File: src/rtl/pingpong_symbol_reader.sv
// Read side of the two-bank modulation symbol buffer: drains the bank the mapper just closed
// into a valid/ready stream. Optional frame/drop counters are enabled with PPR_FRAME_CNT_EN.
module pingpong_symbol_reader #(
  parameter int LUT_WIDTH  = 18,
  parameter int ADDR_WIDTH = 11,
  parameter int DEPTH      = 1200
) (
  input  logic                        CLK_PPR,
  input  logic                        RST_PPR,
  input  logic                        PINGPONG_SWITCH,
  input  logic [ADDR_WIDTH-1:0]       Last_addr,
  output logic                        Wr_Bank,
  output logic                        Rd_Bank,
  output logic [ADDR_WIDTH-1:0]       Rd_addr,
  output logic                        read_enable,
  input  logic signed [LUT_WIDTH-1:0] Ram_I,
  input  logic signed [LUT_WIDTH-1:0] Ram_Q,
  output logic signed [LUT_WIDTH-1:0] Out_I,
  output logic signed [LUT_WIDTH-1:0] Out_Q,
  output logic                        Out_Valid,
  input  logic                        Out_Ready,
  output logic                        Out_Last,
  output logic                        Rd_Done,
  output logic                        Overflow
`ifdef PPR_FRAME_CNT_EN
  ,
  output logic [15:0]                 Frame_Cnt,
  output logic [7:0]                  Drop_Cnt
`endif
);

  typedef enum logic [1:0] {S_IDLE, S_READ, S_DRAIN} state_t;

  localparam logic [ADDR_WIDTH-1:0] MAX_LEN = ADDR_WIDTH'(DEPTH);
  localparam logic [ADDR_WIDTH-1:0] ONE     = ADDR_WIDTH'(1);

  state_t                  state_q, state_d;
  logic                    wr_bank_q, wr_bank_d;
  logic                    act_bank_q, act_bank_d;
  logic [ADDR_WIDTH-1:0]   act_len_q, act_len_d;
  logic [ADDR_WIDTH-1:0]   rd_addr_q, rd_addr_d;
  logic                    pend_valid_q, pend_valid_d;
  logic                    pend_bank_q, pend_bank_d;
  logic [ADDR_WIDTH-1:0]   pend_len_q, pend_len_d;
  logic                    inflight_q, inflight_d;
  logic                    inflight_last_q, inflight_last_d;
  logic [1:0]              fifo_count_q, fifo_count_d;
  logic                    wr_ptr_q, wr_ptr_d;
  logic                    rd_ptr_q, rd_ptr_d;
  logic                    overflow_q, overflow_d;

  logic signed [LUT_WIDTH-1:0] fifo_i_q [2];
  logic signed [LUT_WIDTH-1:0] fifo_qd_q [2];
  logic                        fifo_last_q [2];

  logic                  sw_valid, done_now, active_free, accept, drop;
  logic                  out_valid, pop, push, issue, at_last;
  logic [ADDR_WIDTH-1:0] sw_len;
  logic [2:0]            occ;

  assign sw_valid    = PINGPONG_SWITCH && (Last_addr != '0);
  assign sw_len      = (Last_addr > MAX_LEN) ? MAX_LEN : Last_addr;
  assign out_valid   = (fifo_count_q != 2'd0);
  assign pop         = out_valid && Out_Ready;
  assign push        = inflight_q;
  assign done_now    = (state_q == S_DRAIN) && (fifo_count_q == 2'd0) && !inflight_q;
  // A finishing frame releases the active slot in the same cycle a new switch arrives.
  assign active_free = (state_q == S_IDLE) || done_now;
  assign accept      = sw_valid && (active_free || !pend_valid_q);
  assign drop        = sw_valid && !accept;
  assign at_last     = (rd_addr_q == act_len_q - ONE);
  // Occupancy after this cycle's pop, so a held-high Out_Ready sustains one symbol per cycle.
  assign occ         = {1'b0, fifo_count_q} + {2'b00, inflight_q} - {2'b00, pop};
  assign issue       = (state_q == S_READ) && (occ < 3'd2);

  always_comb begin
    state_d         = state_q;
    act_bank_d      = act_bank_q;
    act_len_d       = act_len_q;
    rd_addr_d       = rd_addr_q;
    pend_valid_d    = pend_valid_q;
    pend_bank_d     = pend_bank_q;
    pend_len_d      = pend_len_q;
    wr_bank_d       = wr_bank_q ^ accept;
    overflow_d      = overflow_q | drop;
    inflight_d      = issue;
    inflight_last_d = issue && at_last;
    fifo_count_d    = fifo_count_q + {1'b0, push} - {1'b0, pop};
    wr_ptr_d        = wr_ptr_q ^ push;
    rd_ptr_d        = rd_ptr_q ^ pop;

    if (issue) begin
      if (at_last) state_d = S_DRAIN;
      else         rd_addr_d = rd_addr_q + ONE;
    end

    if (active_free) begin
      if (pend_valid_q) begin
        state_d      = S_READ;
        act_bank_d   = pend_bank_q;
        act_len_d    = pend_len_q;
        rd_addr_d    = '0;
        pend_valid_d = accept;
        if (accept) begin
          pend_bank_d = wr_bank_q;
          pend_len_d  = sw_len;
        end
      end else if (sw_valid) begin
        state_d    = S_READ;
        act_bank_d = wr_bank_q;
        act_len_d  = sw_len;
        rd_addr_d  = '0;
      end else begin
        state_d = S_IDLE;
      end
    end else if (accept) begin
      pend_valid_d = 1'b1;
      pend_bank_d  = wr_bank_q;
      pend_len_d   = sw_len;
    end
  end

  always_ff @(posedge CLK_PPR or negedge RST_PPR) begin
    if (!RST_PPR) begin
      state_q         <= S_IDLE;
      wr_bank_q       <= 1'b0;
      act_bank_q      <= 1'b0;
      act_len_q       <= '0;
      rd_addr_q       <= '0;
      pend_valid_q    <= 1'b0;
      pend_bank_q     <= 1'b0;
      pend_len_q      <= '0;
      inflight_q      <= 1'b0;
      inflight_last_q <= 1'b0;
      fifo_count_q    <= 2'd0;
      wr_ptr_q        <= 1'b0;
      rd_ptr_q        <= 1'b0;
      overflow_q      <= 1'b0;
    end else begin
      state_q         <= state_d;
      wr_bank_q       <= wr_bank_d;
      act_bank_q      <= act_bank_d;
      act_len_q       <= act_len_d;
      rd_addr_q       <= rd_addr_d;
      pend_valid_q    <= pend_valid_d;
      pend_bank_q     <= pend_bank_d;
      pend_len_q      <= pend_len_d;
      inflight_q      <= inflight_d;
      inflight_last_q <= inflight_last_d;
      fifo_count_q    <= fifo_count_d;
      wr_ptr_q        <= wr_ptr_d;
      rd_ptr_q        <= rd_ptr_d;
      overflow_q      <= overflow_d;
    end
  end

  always_ff @(posedge CLK_PPR or negedge RST_PPR) begin
    if (!RST_PPR) begin
      for (int i = 0; i < 2; i++) begin
        fifo_i_q[i]    <= '0;
        fifo_qd_q[i]   <= '0;
        fifo_last_q[i] <= 1'b0;
      end
    end else if (push) begin
      fifo_i_q[wr_ptr_q]    <= Ram_I;
      fifo_qd_q[wr_ptr_q]   <= Ram_Q;
      fifo_last_q[wr_ptr_q] <= inflight_last_q;
    end
  end

`ifdef PPR_FRAME_CNT_EN
  logic [15:0] frame_cnt_q, frame_cnt_d;
  logic [7:0]  drop_cnt_q, drop_cnt_d;

  always_comb begin
    frame_cnt_d = frame_cnt_q + {15'd0, done_now};
    drop_cnt_d  = drop_cnt_q;
    if (drop && (drop_cnt_q != 8'hFF)) drop_cnt_d = drop_cnt_q + 8'd1;
  end

  always_ff @(posedge CLK_PPR or negedge RST_PPR) begin
    if (!RST_PPR) begin
      frame_cnt_q <= '0;
      drop_cnt_q  <= '0;
    end else begin
      frame_cnt_q <= frame_cnt_d;
      drop_cnt_q  <= drop_cnt_d;
    end
  end

  assign Frame_Cnt = frame_cnt_q;
  assign Drop_Cnt  = drop_cnt_q;
`endif

  assign Wr_Bank     = wr_bank_q;
  assign Rd_Bank     = act_bank_q;
  assign Rd_addr     = rd_addr_q;
  assign read_enable = issue;
  assign Out_Valid   = out_valid;
  assign Out_I       = fifo_i_q[rd_ptr_q];
  assign Out_Q       = fifo_qd_q[rd_ptr_q];
  assign Out_Last    = out_valid && fifo_last_q[rd_ptr_q];
  assign Rd_Done     = done_now;
  assign Overflow    = overflow_q;

endmodule
File: config.mk
export PLATFORM = sky130hd
export DESIGN_NAME = pingpong_symbol_reader
export DESIGN_NICKNAME = d
export VERILOG_FILES = /design/src/rtl/pingpong_symbol_reader.sv
export SDC_FILE = /design/constraint.sdc
export NUM_CORES = 1
export LEC_CHECK = 0
export BUFFER_PORTS_ARGS = -buffer_cell sky130_fd_sc_hd__buf_4
export CORE_MARGIN = 3
export CORE_UTILIZATION = 51
export DETAILED_ROUTE_END_ITERATION = 12
export PLACE_DENSITY = 0.85
export SYNTH_ARGS = -nofsm -noshare
export SYNTH_HDL_FRONTEND = slang
export SYNTH_SLANG_ARGS = --single-unit
File: constraint.sdc
create_clock -name CLK_PPR -period 2.67 [get_ports CLK_PPR]
set_input_delay 0.1335 -clock CLK_PPR [delete_from_list [all_inputs] [get_ports CLK_PPR]]
set_output_delay 0.1335 -clock CLK_PPR [all_outputs]
set_load 0.02 [all_outputs]
## Yosys cells after proc, flatten, opt, wreduce, memory -nomap -nowiden

Cells that the tools add are included.
W data, S select, Z words.

| cells by class | value |
|---|---|
| equality and inequality tests | 4 |
| $add $sub $neg | 6 |
| muxes and demuxes | 40 |
| reduce and logical (&&, ||, !) cells | 25 |
| bitwise operators | 6 |
| magnitude comparators | 5 |

Operators by type and width:

| cell | count |
|---|---|
| $mux W18 | 7 |
| $mux W11 | 11 |
| $bwmux W36 | 2 |
| $demux W18 S1 | 1 |
| $mux W1 | 14 |
| $add A11 B1 Y11 const B | 1 |
| $eq A11 B11 Y1 | 1 |
| $gt A11 B11 Y1 const B | 1 |
| $reduce_bool A11 Y1 | 1 |
| $sub A11 B1 Y11 const B | 1 |
| $logic_and A1 B1 Y1 | 10 |
| $reduce_bool A2 Y1 | 5 |
| $mux W2 | 3 |
| $ge A2 B2 Y1 const B | 2 |
| $logic_not A2 Y1 | 2 |
| $not A1 Y2 | 2 |
| $reduce_and A2 Y1 | 2 |
| $add A2 B1 Y3 | 1 |
| $logic_not A1 Y1 | 3 |
| $lt A3 B2 Y1 const B | 1 |
| $sub A3 B1 Y3 | 1 |
| $xor A1 B1 Y1 | 3 |
| $add A2 B1 Y2 | 1 |
| $bwmux W2 | 1 |
| other kinds (8) | 9 |

| word-level totals | value |
|---|---|
| output and inout bits | 54 |
| bits of input ports | 51 |
| logic and storage cells | 106 |
| register bits | 120 |

## Logic depth before layout (Yosys ltp)

Gate-level depths: netlist of run 1.

| logic depth | value |
|---|---|
| depth after elaboration | 9 |
| gate-level depth with buffers | 13 |
| mapped depth without buffers | 11 |

## Worst setup path before layout of run 1

No wires, ideal clock.

| timing path | value |
|---|---|
| path type | register to register |
| start point | reg fifo_count_q[1] |
| end point | reg rd_addr_q[4] (netlist: Rd_addr[4]) |
| clock period less this slack | 3.130 ns |
| library setup time | 0.120 ns |
| arrival time | 3.010 ns |
| stages on the path, launching flop included | 13 |
| setup slack | -0.460 ns |
| buffers on the path | 2 |
| required time | 2.550 ns |
| path through | dfrtp_1 nor2_1 nor2b_1 ha_1 inv_1 ha_1 fa_1 or4_1 buf_2 inv_1 clkbuf_1 a31oi_1 a41o_1 |

| on the way | value |
|---|---|
| word-level cells in the longest chain between the ends | 9 |
| elaborated cells between the ends (all ways) | 14 |
| classes of those cells | add/sub: 2; order compare: 1; mux: 4; reduce/logical: 7 |

RTL lines:

| element | line | text |
|---|---|---|
| start: declaration | 47 | `logic [1:0] fifo_count_q, fifo_count_d;` |
| start signal: assignment | 150 | `fifo_count_q <= fifo_count_d;` |
| branches (longest 2 deep; another with $add A2 B1 Y3) | n/a |  |
| $sub A3 B1 Y3 (*) | 73 | `assign occ = {1'b0, fifo_count_q} + {2'b00, inflight_q} - {2'b00, pop};` |
| $lt A3 B2 Y1 (*) | 74 | `assign issue = (state_q == S_READ) && (occ < 3'd2);` |
| $logic_and A1 B1 Y1 (*) | 74 |  |
| named net read_enable | 15 | `output logic read_enable,` |
| $mux W11 (*) | 92 | `if (issue) begin` |
| $mux W11 | 108 | `end else if (sw_valid) begin` |
| $mux W11 | 98 | `if (pend_valid_q) begin` |
| $mux W11 (*) | 97 | `if (active_free) begin` |
| named net rd_addr_d[4] | 41 | `logic [ADDR_WIDTH-1:0] rd_addr_q, rd_addr_d;` |
| end signal: assignment | 144 | `rd_addr_q <= rd_addr_d;` |
| end: declaration | 41 |  |

Mark *: on every way through the listed nets, which the timed path passes.
A chain may end at the register's enable or synchronous reset.

## Worst setup path in the final report of run 1

| timing path | value |
|---|---|
| start point | reg fifo_count_q[0] |
| end point | out read_enable |

| on the way | value |
|---|---|
| word-level cells in the longest chain between the ends | 5 |
| elaborated cells between the ends (all ways) | 6 |
| classes of those cells | add/sub: 2; order compare: 1; reduce/logical: 3 |

RTL lines:

| element | line |
|---|---|
| branches (longest 2 deep; another with $add A2 B1 Y3) | n/a |
| $sub A3 B1 Y3 (*) | 73 |
| $lt A3 B2 Y1 (*) | 74 |
| $logic_and A1 B1 Y1 (*) | 74 |
| end: declaration | 15 |

Mark *: on every way between the ends.

==> results.py, run 1 <==
metrics = {
    "drt": {
        "ant_nets": 0,
        "route.vias.total": 4478,
        "firstDrtPassIters": 5,
        "drc": 0,
        "drt_iter0_markers": 302,
        "wirelength_um": 14900,
        "viasPerCell": 5.56,
        "routedWlPerCell_um": 18.4,
    },
    "sta": {
        "max_freq_mhz": 346,
        "min_period_ps": 2890,
        "fin_crit_sh": 1.08,
        "final_max_slew_viol_count": 0,
        "skew_ps": 8.99,
        "hold_viol": 0,
        "worst_pin_slew_ps": 869,
        "slew_headroom": 0.420,
        "whs_ps": 20.7,
        "rsz0062_at_grt": "true",
        "setup_viol": 13,
        "setup_ws_ps": -221,
    },
    "finish": {
        "finalNonFillerCells": 806,
        "fin_nets": 712,
        "drive_above_1_share": 0.458,
        "syn_to_final_growth_pct": 37.0,
        "n_fill_cell": 678,
        "antenna_cells": 0,
        "register_area_mm2": 0.00300,
        "multi_input_area_mm2": 0.00284,
    },
    "global_routing": {
        "grt_pass1_vias": 4848,
        "antenna_found_initial": 0,
        "grt_overflow": 0,
        "track_usage": 0.239,
        "grt_max_degree": 67,
        "grt_pass1_wl_um": 24400,
    },
    "logic_synthesis": {
        "synthFlopType": "dfrtp_1",
        "syn_avg_cell_area_um2": 12.0,
        "syn-num-nets": 551,
        "synthCells": 493,
        "yosysSeqAreaShare": 0.509,
        "ys_ff_latch": 120,
        "synthesis.area_mm2": 0.00590,
        "yosys_warnings": 0,
        "synth_edf_count": 0,
        "async_flop_share": 1.00,
        "yosys.cell_types.count": 59,
    },
    "die": {
        "die_y_um": 114,
        "fp.dieArea_mm2": 0.0129,
        "rows": 38,
        "dieWidth_um": 114,
        "ios": 105,
        "core_mm2": 0.0111,
        "initial_core_util": 0.533,
    },
    "worst_setup_path": {
        "required_ps": 2540,
        "max_stage_delay_ps": 570,
        "cp_max_fo": 6,
        "worst-setup-path-type": "register to output port",
        "crit_path_start_kind": "register",
        "r2r_slack_ps": -220,
        "worstSetupEndpointType": "output port",
        "worst_path_max_delay_cell": "or4_4",
        "arrival_ps": 2760,
        "path_cells": "nor2_2, nor2b_2, ha_1, inv_2, ha_4, fa_1, or4_4, inv_8, buf_6",
    },
    "clock_network": {
        "clkSlewWorstSetupHoldPaths_ps": 60,
        "htreeDepth": 4,
        "cts_made_buffers": 17,
        "clock-sinks": 120,
        "clock_latency_ps": 410,
        "cts-root-buf": "clkbuf_16",
        "clockBufferDepth": 2,
        "cts_tree": "built",
    },
    "power": {
        "swShare": 0.350,
        "p_switching_mw": 3.29,
        "power.density_mw_per_mm2": 1160,
        "ir_drop_mv": 0.815,
        "power_frac_seq": 0.314,
        "clkPwrFrac": 0.246,
        "pwr-share-comb": 0.441,
        "leakage_nw": 3.61,
        "p_int_mw": 6.10,
        "power.total_mw": 9.39,
    },
    "run_status": {
        "violations": "setup timing",
        "status": "finished with violations",
    },
    "flow_run": {
        "drv_cap": 0,
    },
    "place": {
        "port_buffers": 104,
        "place.gp.congestion": 0.888,
        "place_inst": 731,
        "hpwlAfterDp_um": 9300,
    },
    "worst_hold_path": {
        "worstHoldPathType": "input pin to register",
    },
}
placed cells by master, fill, tap and decap left out, drive strengths merged, types with 4 or more instances in the layout:
master | netlist | layout
and3 | 6 | 6
clkbuf | 18 | 17
a31oi | 4 | 4
a211oi | 4 | 4
nand2 | 38 | 38
a21oi | 13 | 13
dlygate4sd3 | 0 | 39
mux2 | 116 | 116
o21ai | 25 | 25
dfrtp | 120 | 120
or4 | 5 | 5
nand3 | 10 | 10
o211ai | 6 | 6
or2 | 4 | 4
xnor2 | 10 | 10
mux2i | 6 | 6
nor2 | 17 | 17
xor2 | 6 | 6
nand2b | 7 | 7
clkinv | 0 | 6
ha | 6 | 6
inv | 18 | 20
buf | 9 | 130
o21a | 6 | 6
cells by family after synthesis:
logic type	Yosys count	synth area share
DFF	120	0.509
buffers and inverters	45	0.0329
adders and majority gates	8	0.0178
muxes	122	0.232
xor gates and xnor gates	16	0.0238
and+or+nand+nor	104	0.0929
AOI/OAI and AO/OA	78	0.0920
critical path: cells and delay by family, from the launching register on:
kind | cells | cell delay [ps]
buffers and inverters | 3 | 250
and+or+nand+nor | 3 | 790
DFF | 1 | 380
adders and majority gates | 3 | 920
per-layer routing:
metal,share of wire,up-vias,wire length (um),global-route usage
met5,0,-,0,0
met4,0.026,0,387,0.0873
met3,0.055,34,815,0.0504
met2,0.52,156,7670,0.414
met1,0.40,2203,5980,0.296
li1,-,2085,-,-
synth_stat cells, types with 7 or more instances:
library cell,count,area [um2]
nand2b_1,7,43.8
nand2_1,37,139
nor2_1,16,60.1
nand3_1,9,45.0
inv_1,18,67.6
xnor2_1,10,87.6
dfrtp_1,120,3000
mux2_2,110,1240
o21ai_1,19,95.1
a21oi_1,13,65.1
clkbuf_1,18,67.6
power by group through the flow:
| stage | Combinational (mW) | Clock [mW] | Sequential [mW] |
|---|---|---|---|
| 3_3_place_gp | 3.67 | 0 | 2.86 |
| 4_1_cts | 4.04 | 2.34 | 2.92 |
| 3_5_place_dp | 3.80 | 0 | 2.94 |
| 6_report | 4.14 | 2.30 | 2.94 |
| 2_1_floorplan | 2.53 | 0 | 2.83 |
| 5_1_grt | 4.41 | 2.43 | 3.03 |
sequential cells by signal, indices dropped and copies added (netlist names):
name and flops:
fifo_i_q 36, fifo_qd_q 36, Rd_addr 11, act_len_q 11
pend_len_q 11, fifo_count_q 2, fifo_last_q 2, state_q 2
Overflow 1, Rd_Bank 1, Wr_Bank 1, inflight_last_q 1
inflight_q 1, pend_bank_q 1, pend_valid_q 1, rd_ptr_q 1
wr_ptr_q 1
cell type report:
class,instances,share of cell area
Clock inverter,14,0.0217
Multi-Input combinational cell,328,0.351
Tap cell,140,0.0217
Sequential cell,120,0.372
Timing Repair Buffer,169,0.172
Clock buffer,17,0.0526
Inverter,18,0.00929
worst paths after layout:
kind                                      startpoint                    endpoint  cells past startpoint
hold / removal                         Last_addr[10]  pend_len_q[10]$_DFFE_PN0P_                      2
setup reg to reg           fifo_count_q[0]$_DFF_PN0_        Rd_addr[0]$_DFF_PN0_                     10
hold reg to reg            pend_len_q[4]$_DFFE_PN0P_   pend_len_q[4]$_DFFE_PN0P_                      2
setup / recovery           fifo_count_q[0]$_DFF_PN0_                 read_enable                      9
min in group asynchronous                    RST_PPR        Rd_addr[4]$_DFF_PN0_                      2
max in group asynchronous                    RST_PPR    fifo_i_q[11]$_DFFE_PN0P_                      3
per-stage QoR:
stage / TNS [ps] / utilization / setup slack [ps] / area, um2
2_1_floorplan: -268 / - / -134 / 5930
3_3_place_gp: -53.5 / 0.624 / -43.8 / 6920
3_5_place_dp: -803 / 0.624 / -179 / 6920
4_1_cts: -2590 / 0.719 / -295 / 7970
5_1_grt: -3640 / 0.729 / -354 / 8080
6_report: -1960 / 0.729 / -221 / 8080
repair_timing:
| item | CTS | global route |
|---|---|---|
| setup buffers | 3 | 2 |
| hold endpoints to repair | 136 | 0 |
| hold buffers | 39 | 0 |
| setup endpoints to repair | 11 | 16 |
| gates resized for setup | 10 | 16 |
| pin swaps | 11 | 10 |
Power figures use the tool's default switching activity.
==> run 2, diff against run 1 <==
--- a/config.mk
+++ b/config.mk
@@ -6,10 +6,12 @@
 export NUM_CORES = 1
 export LEC_CHECK = 0
 export BUFFER_PORTS_ARGS = -buffer_cell sky130_fd_sc_hd__buf_4
+export CAP_MARGIN = 10
 export CORE_MARGIN = 3
 export CORE_UTILIZATION = 51
 export DETAILED_ROUTE_END_ITERATION = 12
 export PLACE_DENSITY = 0.85
+export SETUP_SLACK_MARGIN = 0.3
 export SYNTH_ARGS = -nofsm -noshare
 export SYNTH_HDL_FRONTEND = slang
 export SYNTH_SLANG_ARGS = --single-unit
==> run 2 against run 1 <==
The run still ends with setup timing left. Setup slack better by 21 ps. Critical path type is now register to register. Largest cell class unchanged. Die area stayed put. Non-clock buffer count is 12 higher. Clock skew hardly changed.
==> results.py, run 2 (same netlist as run 1, synthesis figures left out) <==
metrics = {
    "global_routing": {
        "antenna_found_initial": 0,
        "track_usage": 0.236,
        "grt_overflow": 0,
        "grt_pass1_vias": 4831,
        "grt_pass1_wl_um": 23900,
        "grt_max_degree": 58,
    },
    "place": {
        "hpwlAfterDp_um": 9210,
        "place.gp.congestion": 0.902,
        "port_buffers": 104,
        "place_area_mm2": 0.00692,
    },
    "clock_network": {
        "cts_tree": "built",
        "htreeDepth": 4,
        "clock_latency_ps": 410,
        "clockBufferDepth": 2,
        "clock-sinks": 120,
        "cts-root-buf": "clkbuf_16",
        "cts_made_buffers": 17,
        "clkSlewWorstSetupHoldPaths_ps": 50,
    },
    "worst_setup_path": {
        "crit_path_start_kind": "register",
        "worstSetupEndpointType": "register",
        "worst_path_max_delay_cell": "or4_4",
        "worst-setup-path-type": "register to register",
        "cp_max_fo": 7,
        "cp_num_buf_inv": 2,
        "crit_family": "adder cells",
        "path_cells": "nor2_2, nor2b_2, ha_1, inv_1, ha_2, fa_1, or4_4, buf_4, o31ai_4, a21oi_1",
        "required_ps": 2900,
        "arrival_ps": 3100,
        "max_stage_delay_ps": 580,
    },
    "power": {
        "swShare": 0.352,
        "clkPwrFrac": 0.237,
        "power_frac_seq": 0.314,
        "p_int_mw": 6.05,
        "pwr-share-comb": 0.449,
        "power.density_mw_per_mm2": 1150,
        "ir_drop_mv": 1.02,
        "leakage_nw": 3.65,
        "p_switching_mw": 3.28,
        "power.total_mw": 9.33,
    },
    "sta": {
        "worst_pin_slew_ps": 865,
        "slew_headroom": 0.423,
        "hold_viol": 0,
        "min_period_ps": 2870,
        "whs_ps": 15.4,
        "setup_ws_ps": -199,
        "final_max_slew_viol_count": 0,
        "max_freq_mhz": 349,
        "setup_viol": 14,
        "tns_ps": -1520,
        "rsz0062_at_grt": "true",
        "skew_ps": 9.07,
        "fin_crit_sh": 1.07,
    },
    "worst_hold_path": {
        "worstHoldPathType": "input pin to register",
    },
    "drt": {
        "wirelength_um": 14600,
        "drc": 0,
        "drt_iter0_markers": 302,
        "viasPerCell": 5.53,
        "routedWlPerCell_um": 17.8,
        "route.vias.total": 4530,
        "firstDrtPassIters": 4,
        "ant_nets": 0,
    },
    "die": {
        "initial_core_util": 0.533,
        "core_mm2": 0.0111,
        "ios": 105,
        "die_y_um": 114,
        "dieWidth_um": 114,
        "fp.dieArea_mm2": 0.0129,
        "rows": 38,
    },
    "run_status": {
        "status": "finished with violations",
        "violations": "setup timing",
    },
    "finish": {
        "final_cell_mix": "buf_4 (132), dfrtp_1 (120), mux2_2 (110), dlygate4sd3_1 (41), nand2_1 (37)",
        "syn_to_final_growth_pct": 37.5,
        "antenna_cells": 0,
        "register_area_mm2": 0.00300,
        "final_common_cell": "buf_4",
        "multi_input_area_mm2": 0.00278,
        "fin_nets": 724,
        "drive_above_1_share": 0.458,
        "reg_top3": "fifo_i_q: 36 flops, fifo_qd_q: 36 flops",
        "final_cell_area_mm2": 0.00811,
        "n_fill_cell": 709,
    },
    "flow_run": {
        "drv_cap": 0,
    },
}
-- run 2: cell count changes in the layout (fill, tap and decap cells not counted), sizes merged --
cell and delta:
buf +10, bufinv -1, dlygate4sd3 +2, clkinv +1, clkbuf +1
-- run 2: area by class of cell --
class / count / area share
sequential: 120 / 0.370
clock inverter: 14 / 0.0185
clock buffer: 18 / 0.0529
tap: 140 / 0.0216
multi-input combinational: 328 / 0.343
timing repair buffer: 181 / 0.185
inverter: 18 / 0.00925
-- run 2: path summary, 6_finish.rpt --
path	startpoint	end	slack, ps	cells past startpoint
max	fifo_count_q[1]$_DFF_PN0_	Rd_addr[8]$_DFF_PN0_	-200	10
min in group asynchronous	RST_PPR	fifo_qd_q[34]$_DFFE_PN0P_	200	2
max reg2reg	fifo_count_q[1]$_DFF_PN0_	Rd_addr[8]$_DFF_PN0_	-200	10
max in group asynchronous	RST_PPR	fifo_qd_q[15]$_DFFE_PN0P_	1670	3
min	Last_addr[1]	pend_len_q[1]$_DFFE_PN0P_	20	3
min reg2reg	Overflow$_DFF_PN0_	Overflow$_DFF_PN0_	480	1
-- run 2: worst register-to-register path: stages, from the launching register on --
cell	delay, ps
dfrtp_1	390
nor2_2	150
nor2b_2	60
ha_1	260
inv_1	40
ha_2	170
fa_1	470
or4_4	580
buf_4	200
o31ai_4	250
a21oi_1	120
-- run 2: metal layers --
metal  vias to the layer above  global-route usage  part of all wire
met5                         -                   0                 0
met4                         0               0.103             0.029
met3                        36              0.0631             0.055
met2                       152               0.395              0.51
met1                      2225               0.288              0.40
li1                       2117                   -                 -
-- run 2: what timing repair did --
action / 4_1_cts / 5_1_grt
pin swaps: 6 / 2
cloned: 0 / 0
hold buffers: 41 / 0
resized for setup: 8 / 12
setup buffers: 13 / 3
endpoints found under the hold margin: 104 / 0
setup endpoints to repair: 16 / 16
-- run 2: per-stage QoR --
step | worst slack [ps] | util | std cells
after detailed placement | -122 | 0.625 | 730
after CTS | -251 | 0.725 | 816
final | -199 | 0.732 | 819
after floorplan | -133 | - | 493
after global placement | -41.9 | 0.625 | 730
after global routing | -302 | 0.732 | 819
-- run 2: power by group through the flow --
stage	Combinational [mW]	Clock [mW]	Sequential, mW
after detailed placement	3.77	0	2.93
final	4.19	2.21	2.93
after floorplan	2.54	0	2.83
after CTS	4.05	2.24	2.92
after global placement	3.66	0	2.85
after global routing	4.45	2.33	3.01
